## config.mk

```make
export PLATFORM = sky130hd
export DESIGN_NAME = ctrl_pipe
export DESIGN_NICKNAME = d
export VERILOG_FILES = /design/src/rtl/ctrl_pipe.sv
export SDC_FILE = /design/constraint.sdc
export NUM_CORES = 1
export LEC_CHECK = 0
export ABC_AREA = 1
export BUFFER_PORTS_ARGS = -buffer_cell sky130_fd_sc_hd__buf_4
export CAP_MARGIN = 5
export CORE_MARGIN = 3
export CORE_UTILIZATION = 45
export CTS_CLUSTER_SIZE = 40
export DETAILED_ROUTE_END_ITERATION = 16
export HOLD_SLACK_MARGIN = 0.12
export PLACE_DENSITY_LB_ADDON = 0.12
export SYNTH_ARGS = -nofsm -noshare
export SYNTH_HDL_FRONTEND = slang
export SYNTH_SLANG_ARGS = --single-unit
export TNS_END_PERCENT = 100
```

## constraint.sdc

```tcl
create_clock -name clk -period 1.4 [get_ports clk]
set_input_delay 0.28 -clock clk [delete_from_list [all_inputs] [get_ports clk]]
set_output_delay 0.28 -clock clk [all_outputs]
set_load 0.005 [all_outputs]
```

## src/rtl/ctrl_pipe.sv

```systemverilog
// ctrl_pipe: MIPS 5-stage control decode plus ID/EX, EX/MEM, MEM/WB control registers.
// Define CTRL_HAZARD_EN to include the load-use hazard detector.
module ctrl_pipe #(
  parameter int REG_AW = 5,
  parameter int ALUC_W = 4
) (
  input  logic              clk,
  input  logic              rst,
  input  logic [31:0]       instr_id,
  input  logic              id_valid,
  input  logic              stall_ext,
  input  logic              flush,
  output logic              hazard_stall,
  output logic [1:0]        id_ex_wb,
  output logic [2:0]        id_ex_m,
  output logic [3:0]        id_ex_ex,
  output logic [ALUC_W-1:0] id_ex_aluc,
  output logic [REG_AW-1:0] id_ex_rs,
  output logic [REG_AW-1:0] id_ex_rt,
  output logic [REG_AW-1:0] id_ex_rd,
  output logic [1:0]        ex_mem_wb,
  output logic [2:0]        ex_mem_m,
  output logic [1:0]        mem_wb_wb,
  output logic              illegal_op
);
  typedef struct packed {
    logic [1:0]        wb;
    logic [2:0]        m;
    logic [3:0]        ex;
    logic [ALUC_W-1:0] aluc;
    logic [REG_AW-1:0] rs;
    logic [REG_AW-1:0] rt;
    logic [REG_AW-1:0] rd;
    logic              ill;
  } idex_t;
  idex_t             dec, id_ex_d, id_ex_q;
  logic [4:0]        ex_mem_d, ex_mem_q;
  logic [1:0]        mem_wb_d, mem_wb_q;
  logic [5:0]        op, funct;
  logic              f_ok, hz;
  logic [ALUC_W-1:0] f_code;
  assign op    = instr_id[31:26];
  assign funct = instr_id[5:0];
  always_comb begin
    f_ok   = funct inside {6'h20, 6'h22, 6'h24, 6'h25, 6'h2A};
    f_code = funct == 6'h20 ? ALUC_W'(4'b0010) :
             funct == 6'h22 ? ALUC_W'(4'b0110) :
             funct == 6'h25 ? ALUC_W'(4'b0001) :
             funct == 6'h2A ? ALUC_W'(4'b0111) : '0;
  end
  always_comb begin
    dec    = '0;
    dec.rs = REG_AW'(instr_id[25:21]);
    dec.rt = REG_AW'(instr_id[20:16]);
    dec.rd = REG_AW'(instr_id[15:11]);
    if (id_valid) begin
      case (op)
        6'h00: begin
          // the all-zero word (sll $0) is a legal NOP, other unknown functs are not
          dec.ill = (instr_id != '0) && !f_ok;
          if (f_ok) {dec.wb, dec.m, dec.ex} = 9'b10_000_1100;
        end
        6'h23:   {dec.wb, dec.m, dec.ex} = 9'b11_010_0001;
        6'h2B:   {dec.wb, dec.m, dec.ex} = 9'b00_001_0001;
        6'h04:   {dec.wb, dec.m, dec.ex} = 9'b00_100_0010;
        6'h08:   {dec.wb, dec.m, dec.ex} = 9'b10_000_0001;
        default: dec.ill = 1'b1;
      endcase
    end
    dec.aluc = dec.ex[2:1] == 2'b10 ? f_code :
               dec.ex[2:1] == 2'b01 ? ALUC_W'(4'b0110) :
               dec.ex != '0         ? ALUC_W'(4'b0010) : '0;
  end
`ifdef CTRL_HAZARD_EN
  logic uses_rt;
  assign uses_rt = op == 6'h00 || op == 6'h2B || op == 6'h04;
  assign hz = !rst && !stall_ext && !flush && id_valid && id_ex_q.m[1] && id_ex_q.rt != '0 &&
              (id_ex_q.rt == dec.rs || (uses_rt && id_ex_q.rt == dec.rt));
`else
  assign hz = 1'b0;
`endif
  assign hazard_stall = hz;
  always_comb begin
    id_ex_d  = flush ? '0 : stall_ext ? id_ex_q : hz ? '0 : dec;
    ex_mem_d = flush ? '0 : stall_ext ? ex_mem_q : {id_ex_q.wb, id_ex_q.m};
    mem_wb_d = (stall_ext && !flush) ? mem_wb_q : ex_mem_q[4:3];
  end
  always_ff @(posedge clk) begin
    if (rst) begin
      id_ex_q  <= '0;
      ex_mem_q <= '0;
      mem_wb_q <= '0;
    end else begin
      id_ex_q  <= id_ex_d;
      ex_mem_q <= ex_mem_d;
      mem_wb_q <= mem_wb_d;
    end
  end
  assign id_ex_wb   = id_ex_q.wb;
  assign id_ex_m    = id_ex_q.m;
  assign id_ex_ex   = id_ex_q.ex;
  assign id_ex_aluc = id_ex_q.aluc;
  assign id_ex_rs   = id_ex_q.rs;
  assign id_ex_rt   = id_ex_q.rt;
  assign id_ex_rd   = id_ex_q.rd;
  assign illegal_op = id_ex_q.ill;
  assign ex_mem_wb  = ex_mem_q[4:3];
  assign ex_mem_m   = ex_mem_q[2:0];
  assign mem_wb_wb  = mem_wb_q;
endmodule
```

==> results.cfg <==
[status]
status = finished, final reports clean

[synthesis]
synth.largest_area_cell = dfxtp_1
ys_top_cells_by_area = dfxtp_1 (41%), nand2_1 (12%), a21oi_1 (9.6%), inv_1 (6.9%), o21ai_0 (5.6%)
syn_area_per_cell_um2 = 6.85
yosysSeqAreaShare_pct = 41.0
netlist.area_leader.share_pct = 41.0
syn_inst = 221
synth_area_mm2 = 0.00151
ys_ff_latch = 31
synth.yosys.warnings = 0
synthDistinctLibCells = 25

[die]
initial_core_util_pct = 48.4
die_w_um = 64
dieArea_mm2 = 0.00410
fp.dieH_um = 64
fp-row-count = 20
coreArea_mm2 = 0.00313
pin_count = 74

[detailed_routing]
routed_wl_um = 3650
drt_drc_violations_left = 0
wire_per_inst_um = 10.9
drtAntennaViolNets = 0
vias = 1572
drt_iter0_drc = 50
dr.pass1.iters = 4
viasPerCell = 4.71

[layout]
diodes = 0
mostFrequentLayoutCells = buf_4 (74), nand2_1 (50), dfxtp_1 (31)
final_common_cell = buf_4
finalNetCount = 328
finish.instance_area_mm2 = 0.00212
layout-drive-gt1-share_pct = 33.1
syn_to_final_growth_pct = 40.1
final_util_pct = 67.8

[clock_tree]
path_clk_slew_ns = 0.09
cts.sinks = 31
cts_buffer_depth = 2
post_cts_buffers = 0
cts_tree = done
cts_max_level = 2
cts-root-buf = clkbuf_4
cts_buffers = 5
clock_latency_ns = 0.32

[min_path]
worstHoldPathCells = 3
hold_path_class = input pin to flop

[worst_setup_path]
endpoint = id_ex_aluc[0]$_SDFFE_PP0N_
r2r_cells = 2
crit_type = input pin to flop
startpoint = rst
cp.required_ns = 1.65
reg2reg_to = ex_mem_q[2]$_SDFFE_PP0N_
cp-start-kind = input pin
worst-r2r-setup-slack_ns = 0.70
path_max_fanout = 14
cp.arrival_ns = 1.52
endpoint_kind = flop
rr_startpoint = id_ex_ex[1]$_SDFFE_PP0N_

[global_route]
grt_pass1_vias = 1419
grt_max_degree = 27
antenna_found_initial = 0
gr-total-overflow = 0
grt_pass1_wl_um = 6000
grt_use_total_pct = 18.5

[power]
p_per_area_mw_per_mm2 = 771
power_leakage_uw = 0.00104
vdd_drop_max_uv = 600

[sta]
rsz0062_at_grt = no
clock-skew-final_ns = 0.00245
min_period_over_period_pct = 90.9
layout_min_cycle_time_ns = 1.27
hold-worst-slack_ns = 0.213
hold_viol = 0
setup_violations = 0
fmax_ghz = 0.786
fin_setup_tns_ns = 0
final_max_slew_viol_count = 0

[placement]
portBuffers = 71
place_hpwl_um = 2880
placed_cell_area_mm2 = 0.00207
place.gp.congestion = 0.819

[flow_run]
drv_cap = 0
-- cell type report --
cell class | instances | area (um^2)
Fill cell | 304 | 1010
Clock buffer | 6 | 41.3
Tap cell | 44 | 55.1
Timing Repair Buffer | 76 | 586
Inverter | 30 | 113
Multi-Input combinational cell | 147 | 706
Sequential cell | 31 | 621
-- state kept, by name, indices dropped and copies added, names as in the netlist --
| register | cells |
|---|---|
| id_ex_rd | 5 |
| id_ex_rs | 5 |
| id_ex_rt | 5 |
| ex_mem_q | 4 |
| id_ex_aluc | 3 |
| id_ex_ex | 3 |
| id_ex_wb | 2 |
| mem_wb_wb | 2 |
| id_ex_m | 1 |
| illegal_op | 1 |
-- how the worst min path moves through the flow --
stage / startpoint / endpoint / slack (ns)
floorplan: rst / mem_wb_wb[0]$_SDFFE_PP0N_ / 0.35
global placement: mem_wb_wb[0]$_SDFFE_PP0N_ / mem_wb_wb[0]$_SDFFE_PP0N_ / 0.45
detailed placement: mem_wb_wb[0]$_SDFFE_PP0N_ / mem_wb_wb[0]$_SDFFE_PP0N_ / 0.45
CTS: instr_id[19] / id_ex_rt[3]$_SDFFE_PP0N_ / 0.21
global route: instr_id[14] / id_ex_rd[3]$_SDFFE_PP0N_ / 0.20
finish: instr_id[19] / id_ex_rt[3]$_SDFFE_PP0N_ / 0.21
-- metal layers --
layer	GRT usage [%]	part of all wire [%]	up-vias	wire length, um
met5	0	0	-	0
met4	7.28	1.0	0	37
met3	4.57	5.5	5	202
met2	32.0	49	42	1790
met1	21.7	44	697	1620
li1	-	-	828	-
-- synth_stat cells (all sizes together) --
master	number
a21oi	29
and2	1
buf	11
clkbuf	3
conb	1
dfxtp	31
inv	30
nand2	53
nand3	10
nand3b	1
nand4	3
nor2	28
nor3	1
o211a	1
o21ai	18
-- worst max-delay path, cell delays in order --
cell and delay (ns):
dlygate4sd3_1 0.53, buf_4 0.14, nor2_2 0.14, inv_1 0.23, a21oi_1 0.19
-- cells by family after synthesis --
family	after synthesis	synth area share, %
AND/OR/NAND/NOR	97	29.8
AO/OA/AOI/OAI	48	16.2
buffers and inverters	44	12.8
flip-flops	31	41.0
other	1	0.248
-- power by group --
group          total [uW]  internal, uW  switching, uW
clock                 445           178            266
combinational         273           141            132
sequential            917           904           13.1
total                1630          1220            412
-- stage by stage --
step	total power [uW]	cells	worst slack [ns]
6_report	1630	334	0.128
5_1_grt	1730	334	0.0510
4_1_cts	1650	334	0.0300
3_5_place_dp	1210	327	0.0727
3_3_place_gp	1200	327	0.0888
2_1_floorplan	1060	222	0.327
-- what timing repair did --
action	CTS	global route
hold endpoints to repair	2	0
gates resized for setup	0	1
endpoints found under the setup margin	0	20
hold buffers	1	0
Power figures use the tool's default switching activity.
